<file path="config.mk">
export PLATFORM = sky130hd
export DESIGN_NAME = approx_mul_trunc_pipe
export DESIGN_NICKNAME = d
export VERILOG_FILES = /design/src/rtl/approx_mul_trunc_pipe.sv
export SDC_FILE = /design/constraint.sdc
export NUM_CORES = 2
export LEC_CHECK = 0
export CORE_MARGIN = 2
export CORE_UTILIZATION = 60
export DETAILED_ROUTE_END_ITERATION = 10
export PLACE_DENSITY_LB_ADDON = 0.1
export SLEW_MARGIN = 25
export SYNTH_ARGS = -nofsm -noshare
export SYNTH_HDL_FRONTEND = slang
export SYNTH_SLANG_ARGS = --single-unit
</file>
<file path="constraint.sdc">
create_clock -name clk -period 6.7 [get_ports clk]
set_input_delay 1.005 -clock clk [delete_from_list [all_inputs] [get_ports clk]]
set_output_delay 1.005 -clock clk [all_outputs]
set_load 0.01 [all_outputs]
</file>
<file path="src/rtl/approx_mul_trunc_pipe.sv">
// approx_mul_trunc_pipe
// Pipelined unsigned WxW multiplier whose partial-product rows for x[L-1:0]
// can be dropped per transaction, optionally compensated by a constant BIAS.
// Each result also carries the signed error exact(x*y) - approx.
// Valid/ready on both sides; each of the STAGES register stages has its own
// valid bit, so bubbles collapse while the output is stalled.

module approx_mul_trunc_pipe #(
  parameter int              W      = 32,
  parameter int              L      = 10,
  parameter int              STAGES = 2,
  parameter logic [2*W-1:0]  BIAS   = '0,
  parameter bit              ERR_EN = 1'b1
) (
  input  logic             clk,
  input  logic             rst_n,
  input  logic             in_valid,
  output logic             in_ready,
  input  logic [W-1:0]     x,
  input  logic [W-1:0]     y,
  input  logic [1:0]       mode,
  output logic             out_valid,
  input  logic             out_ready,
  output logic [2*W-1:0]   z,
  output logic [2*W:0]     err,
  output logic [31:0]      ops_cnt
);

  // Rows of x below L are the ones a truncated multiply throws away.
  localparam logic [W-1:0] LO_MASK = W'((65'd1 << L) - 65'd1);

  localparam logic [1:0] MODE_TRUNC = 2'd1;
  localparam logic [1:0] MODE_BIAS  = 2'd2;

  // ---------------------------------------------------------------------------
  // Arithmetic front end. The exact product is split into the kept rows
  // (trunc_p) and the dropped rows (low_p); the exact result is their sum and
  // the error of a truncated result is simply the dropped part, minus BIAS.
  // ---------------------------------------------------------------------------
  logic [W-1:0]   x_hi;
  logic [W-1:0]   x_lo;
  logic [2*W-1:0] trunc_p;
  logic [2*W-1:0] low_p;
  logic [2*W-1:0] exact_p;
  logic [2*W:0]   approx_p;
  logic [2*W:0]   err_p;
  logic           accept;

  assign x_hi    = x & ~LO_MASK;
  assign x_lo    = x &  LO_MASK;
  assign trunc_p = {{W{1'b0}}, y} * {{W{1'b0}}, x_hi};
  assign low_p   = {{W{1'b0}}, y} * {{W{1'b0}}, x_lo};
  // Cannot overflow: the sum is x*y, which fits in 2W bits.
  assign exact_p = trunc_p + low_p;

  // Select the approximate result for the requested mode (2W+1 bits wide).
  always_comb begin
    // NOTE: every always_comb output gets a default before any branch, so a
    // missing case arm can never infer a latch.
    approx_p = {1'b0, exact_p};
    case (mode)
      MODE_TRUNC: approx_p = {1'b0, trunc_p};
      MODE_BIAS:  approx_p = {1'b0, trunc_p} + {1'b0, BIAS};
      default:    approx_p = {1'b0, exact_p};
    endcase
  end

  if (ERR_EN) begin : g_err
    // Error = exact - approx = dropped rows (minus BIAS in the biased mode).
    always_comb begin
      err_p = '0;
      case (mode)
        MODE_TRUNC: err_p = {1'b0, low_p};
        MODE_BIAS:  err_p = {1'b0, low_p} - {1'b0, BIAS};
        default:    err_p = '0;
      endcase
    end
  end else begin : g_noerr
    assign err_p = '0;
  end

  // ---------------------------------------------------------------------------
  // Pipeline control. A stage advances when it holds data and its successor
  // is empty or advancing; the last stage's successor is the consumer.
  // ---------------------------------------------------------------------------
  logic [STAGES-1:0] v_q;
  logic [STAGES-1:0] adv;
  logic [STAGES-1:0] ld;
  logic [2*W-1:0]    z_q   [STAGES];
  logic [2*W:0]      err_q [STAGES];
  logic [2*W-1:0]    z_src [STAGES];
  logic [2*W:0]      e_src [STAGES];

  // Walk the valid chain from the output back to the input.
  always_comb begin
    logic nxt_free;
    nxt_free = out_ready;
    adv      = '0;
    for (int i = STAGES - 1; i >= 0; i--) begin
      adv[i]   = v_q[i] & nxt_free;
      nxt_free = ~v_q[i] | (v_q[i] & nxt_free);
    end
    in_ready = nxt_free;
  end

  assign accept = in_valid & in_ready;

  // Each stage loads from its predecessor (stage 0 from the arithmetic).
  always_comb begin
    z_src[0] = approx_p[2*W-1:0];
    e_src[0] = err_p;
    ld[0]    = accept;
    for (int i = 1; i < STAGES; i++) begin
      z_src[i] = z_q[i-1];
      e_src[i] = err_q[i-1];
      ld[i]    = adv[i-1];
    end
  end

  // Stage registers: load on upstream move, empty when draining downstream.
  always_ff @(posedge clk or negedge rst_n) begin
    if (!rst_n) begin
      // NOTE: the data registers are reset along with the valids because z
      // and err must read 0 straight out of reset, not merely be ignored.
      for (int i = 0; i < STAGES; i++) begin
        v_q[i]   <= 1'b0;
        z_q[i]   <= '0;
        err_q[i] <= '0;
      end
    end else begin
      // NOTE: non-blocking assignments, so every stage samples its
      // predecessor's pre-edge value regardless of loop order.
      for (int i = 0; i < STAGES; i++) begin
        if (ld[i]) begin
          v_q[i]   <= 1'b1;
          z_q[i]   <= z_src[i];
          err_q[i] <= e_src[i];
        end else if (adv[i]) begin
          v_q[i]   <= 1'b0;
        end
      end
    end
  end

  assign out_valid = v_q[STAGES-1];
  assign z         = z_q[STAGES-1];
  assign err       = err_q[STAGES-1];

  // Count accepted transactions; wraps naturally at 2^32.
  logic [31:0] ops_cnt_q;

  always_ff @(posedge clk or negedge rst_n) begin
    if (!rst_n) begin
      ops_cnt_q <= '0;
    end else if (accept) begin
      ops_cnt_q <= ops_cnt_q + 32'd1;
    end
  end

  assign ops_cnt = ops_cnt_q;

endmodule

</file>
==> results.md <==
- Status: complete, but fails checks
- Violated checks: negative setup slack
- Vias: 37,795
- Die width: 277 um
- HP Class: in -> async
- Total Wirelength: 139,000 um
- Vias per cell: 5.60
- Layout area overhead: 31.5%
- Fraction of layout cells with a size suffix above 1: 26.9%
- Tmin final: 8.77 ns
- Worst setup EP type: register
- Core box area: 74,100 sq um
- Placed instance area: 53,000 sq um
- Final period utilization: 131%
- Worst Tran Pin Value: 1.01 ns
- Final Core Density: 79.3%
- Num rows: 100
- Largest net degree at the start of global routing: 162
- Most frequent cells in the layout: 821 x inv_1, 814 x fa_1, 785 x buf_4
- Syn. warnings: 0
- Multi-input combinational cell area: 35,800 sq um
- Final Slew Violations: 0
- Final HPWL DP: 100,000 um
- Non-filler cells, final: 6,748
- DRC: 0
- Relative slew slack: 32.2%
- Buffers added on ports: 209
- Routability congestion estimate: 0.956
- R2R depth: 10
- Seq/Total Area, Yosys: 13.8%
- GR Util All Layers: 35.9%
- Synth unique cells: 80
- Max Fclk: 0.114 GHz
- Gate Count Post-Synth: 4,889
- Critical path's top delay family: adder cells
- Drt pass-1 iters: 5
- Filler instances: 4,784
- WP buf/inv: 6
- Worst-skew pair later-pin latency: 0.55 ns
- CP arrival: 9.17 ns
- Die height: 277 um
- Detailed Route Iter0 Violations: 2,825
- Maximum clock insertion buffer count: 3
- Root buf cell: clkbuf_16
- Final setup vio count: 48
- Initial Util: 60.3%
- Worst path most repeated cell: fa_1
- CTS buffer count: 23
- Hold Buf Count CTS: 0
- Ys async rst share: 100%
- Sequential cell area: 6160 sq um
- Critical path type: in -> reg
- DRT antenna net count: 0
- Max incr delay on CP: 0.60 ns
- Clk pin slew, worst setup/hold paths: 0.06 ns
- First-pass GRT wire length: 217,000 um
- Critical-path maximum fanout: 7
- Post-synth EDFFs: 0
- Grt total ovfl: 0
- Final hold violations: 0
- Vias in the first global route: 40,548
- Syn avg cell area: 9.13 sq um
- Ports: 233
- Final Hold Slack: 0.425 ns
- Top_reg_cell synth: dfrtp_1
- DP Cell Count: 6,470
- Worst setup SP type: primary input
- Clk_skew: 0.0195 ns
- Post-route cell area: 58,700 sq um
- Commonest non-fill, non-tap cell in the layout: inv_1
- RSZ-0062 raised after global routing: yes
- CTS HTree Levels: 1
- Setup ws final: -2.07 ns
- Max-cap violations: 0
- Wirelength per Cell: 20.5 um
- Antenna violations before repair: 2
- Fin nets: 6,948
- WP depth: 32
- WP data required: 7.10 ns
- Clock sink count: 246
- CTS tree: done
- Die area: 76,600 sq um
- Critical Path Slowest Stage Cell: fa_1
- Synthesized area: 44,600 sq um
- #FFs+latches synth: 246
-- worst reg2reg max path, cell delays in order, from the launching register on --
cell,delay (ns)
dfrtp_1,0.42
nand3b_1,0.22
and2_1,0.17
buf_4,0.35
nand3_1,0.15
or2_2,0.37
or3_1,0.40
nor2_1,0.24
nand4_1,0.16
nor2_1,0.15
xor2_1,0.16
-- state kept, by name, indices dropped and copies added, names as in the netlist --
| register | flops |
|---|---|
| z | 64 |
| ops_cnt | 32 |
| z_q | 64 |
| e_src | 42 |
| err | 42 |
| v_q | 2 |
-- layout make-up --
cell class | instances | area share, %
antenna | 1 | 0.00426
clock buffer | 30 | 1.11
clock inverter | 10 | 0.215
inverter | 849 | 5.43
multi-input combinational | 3451 | 61.0
sequential | 246 | 10.5
tap | 969 | 2.07
timing repair buffer | 1192 | 19.7
-- cell families after synthesis --
logic type | Yosys count | share of synthesized area, %
other | 1 | 0.00840
xor gates and xnor gates | 161 | 3.16
buffers and inverters | 1214 | 11.0
and+or+nand+nor | 1519 | 16.4
AOI/OAI and AO/OA | 526 | 7.60
muxes | 107 | 2.70
DFF | 246 | 13.8
adders and majority gates | 1115 | 45.3
-- Yosys cell counts, types with 42 or more instances --
cell      number  area [sq um]
a21o_1        66           495
a21oi_1      154           771
a22o_1        42           368
and2_1       458          2870
buf_4         89           668
clkbuf_1     253           950
dfrtp_1      246          6160
fa_1         836         16700
ha_1         279          3490
inv_1        849          3190
mux2_2       106          1190
nand2_1      756          2840
nor2_1       115           432
o21ai_0      105           526
xnor2_1      109           955
xor2_1        52           455
-- per-layer routing --
metal / track usage (%) / part of all wire, %
met1: 46.2 / 38
met2: 60.3 / 48
met3: 5.94 / 8.2
met4: 16.0 / 5.7
met5: 0 / 0.023
-- path summary, 6_finish.rpt --
path	slack, ns	startpoint	endpoint
max reg2reg	3.84	v_q[0]	ops_cnt[30]
min reg2reg	0.47	z_q[66]	z_q[66]
max in group asynchronous	4.94	rst_n	z[7]
max	-2.07	y[12]	z_q[122]
min	0.43	rst_n	v_q[1]
min in group clk	0.47	z_q[66]	z_q[66]
-- metrics by stage --
| stage | setup slack [ns] | TNS, ns |
|---|---|---|
| after floorplan | -1.62 | -45.48 |
| after global placement | -2.75 | -118.08 |
| after detailed placement | -2.84 | -123.25 |
| after CTS | -1.70 | -59.17 |
| after global routing | -2.23 | -79.07 |
| final | -2.07 | -69.61 |
-- repair_timing --
action	4_1_cts	5_1_grt
endpoints found under the setup margin	60	58
setup buffers	192	44
cloned	31	1
hold endpoints to repair	0	0
resized for setup	586	170
pin swaps	291	151
Power is left out: the tool's default activity adds up to more than one toggle a clock period on the data nets, which glitch-free logic cannot reach.
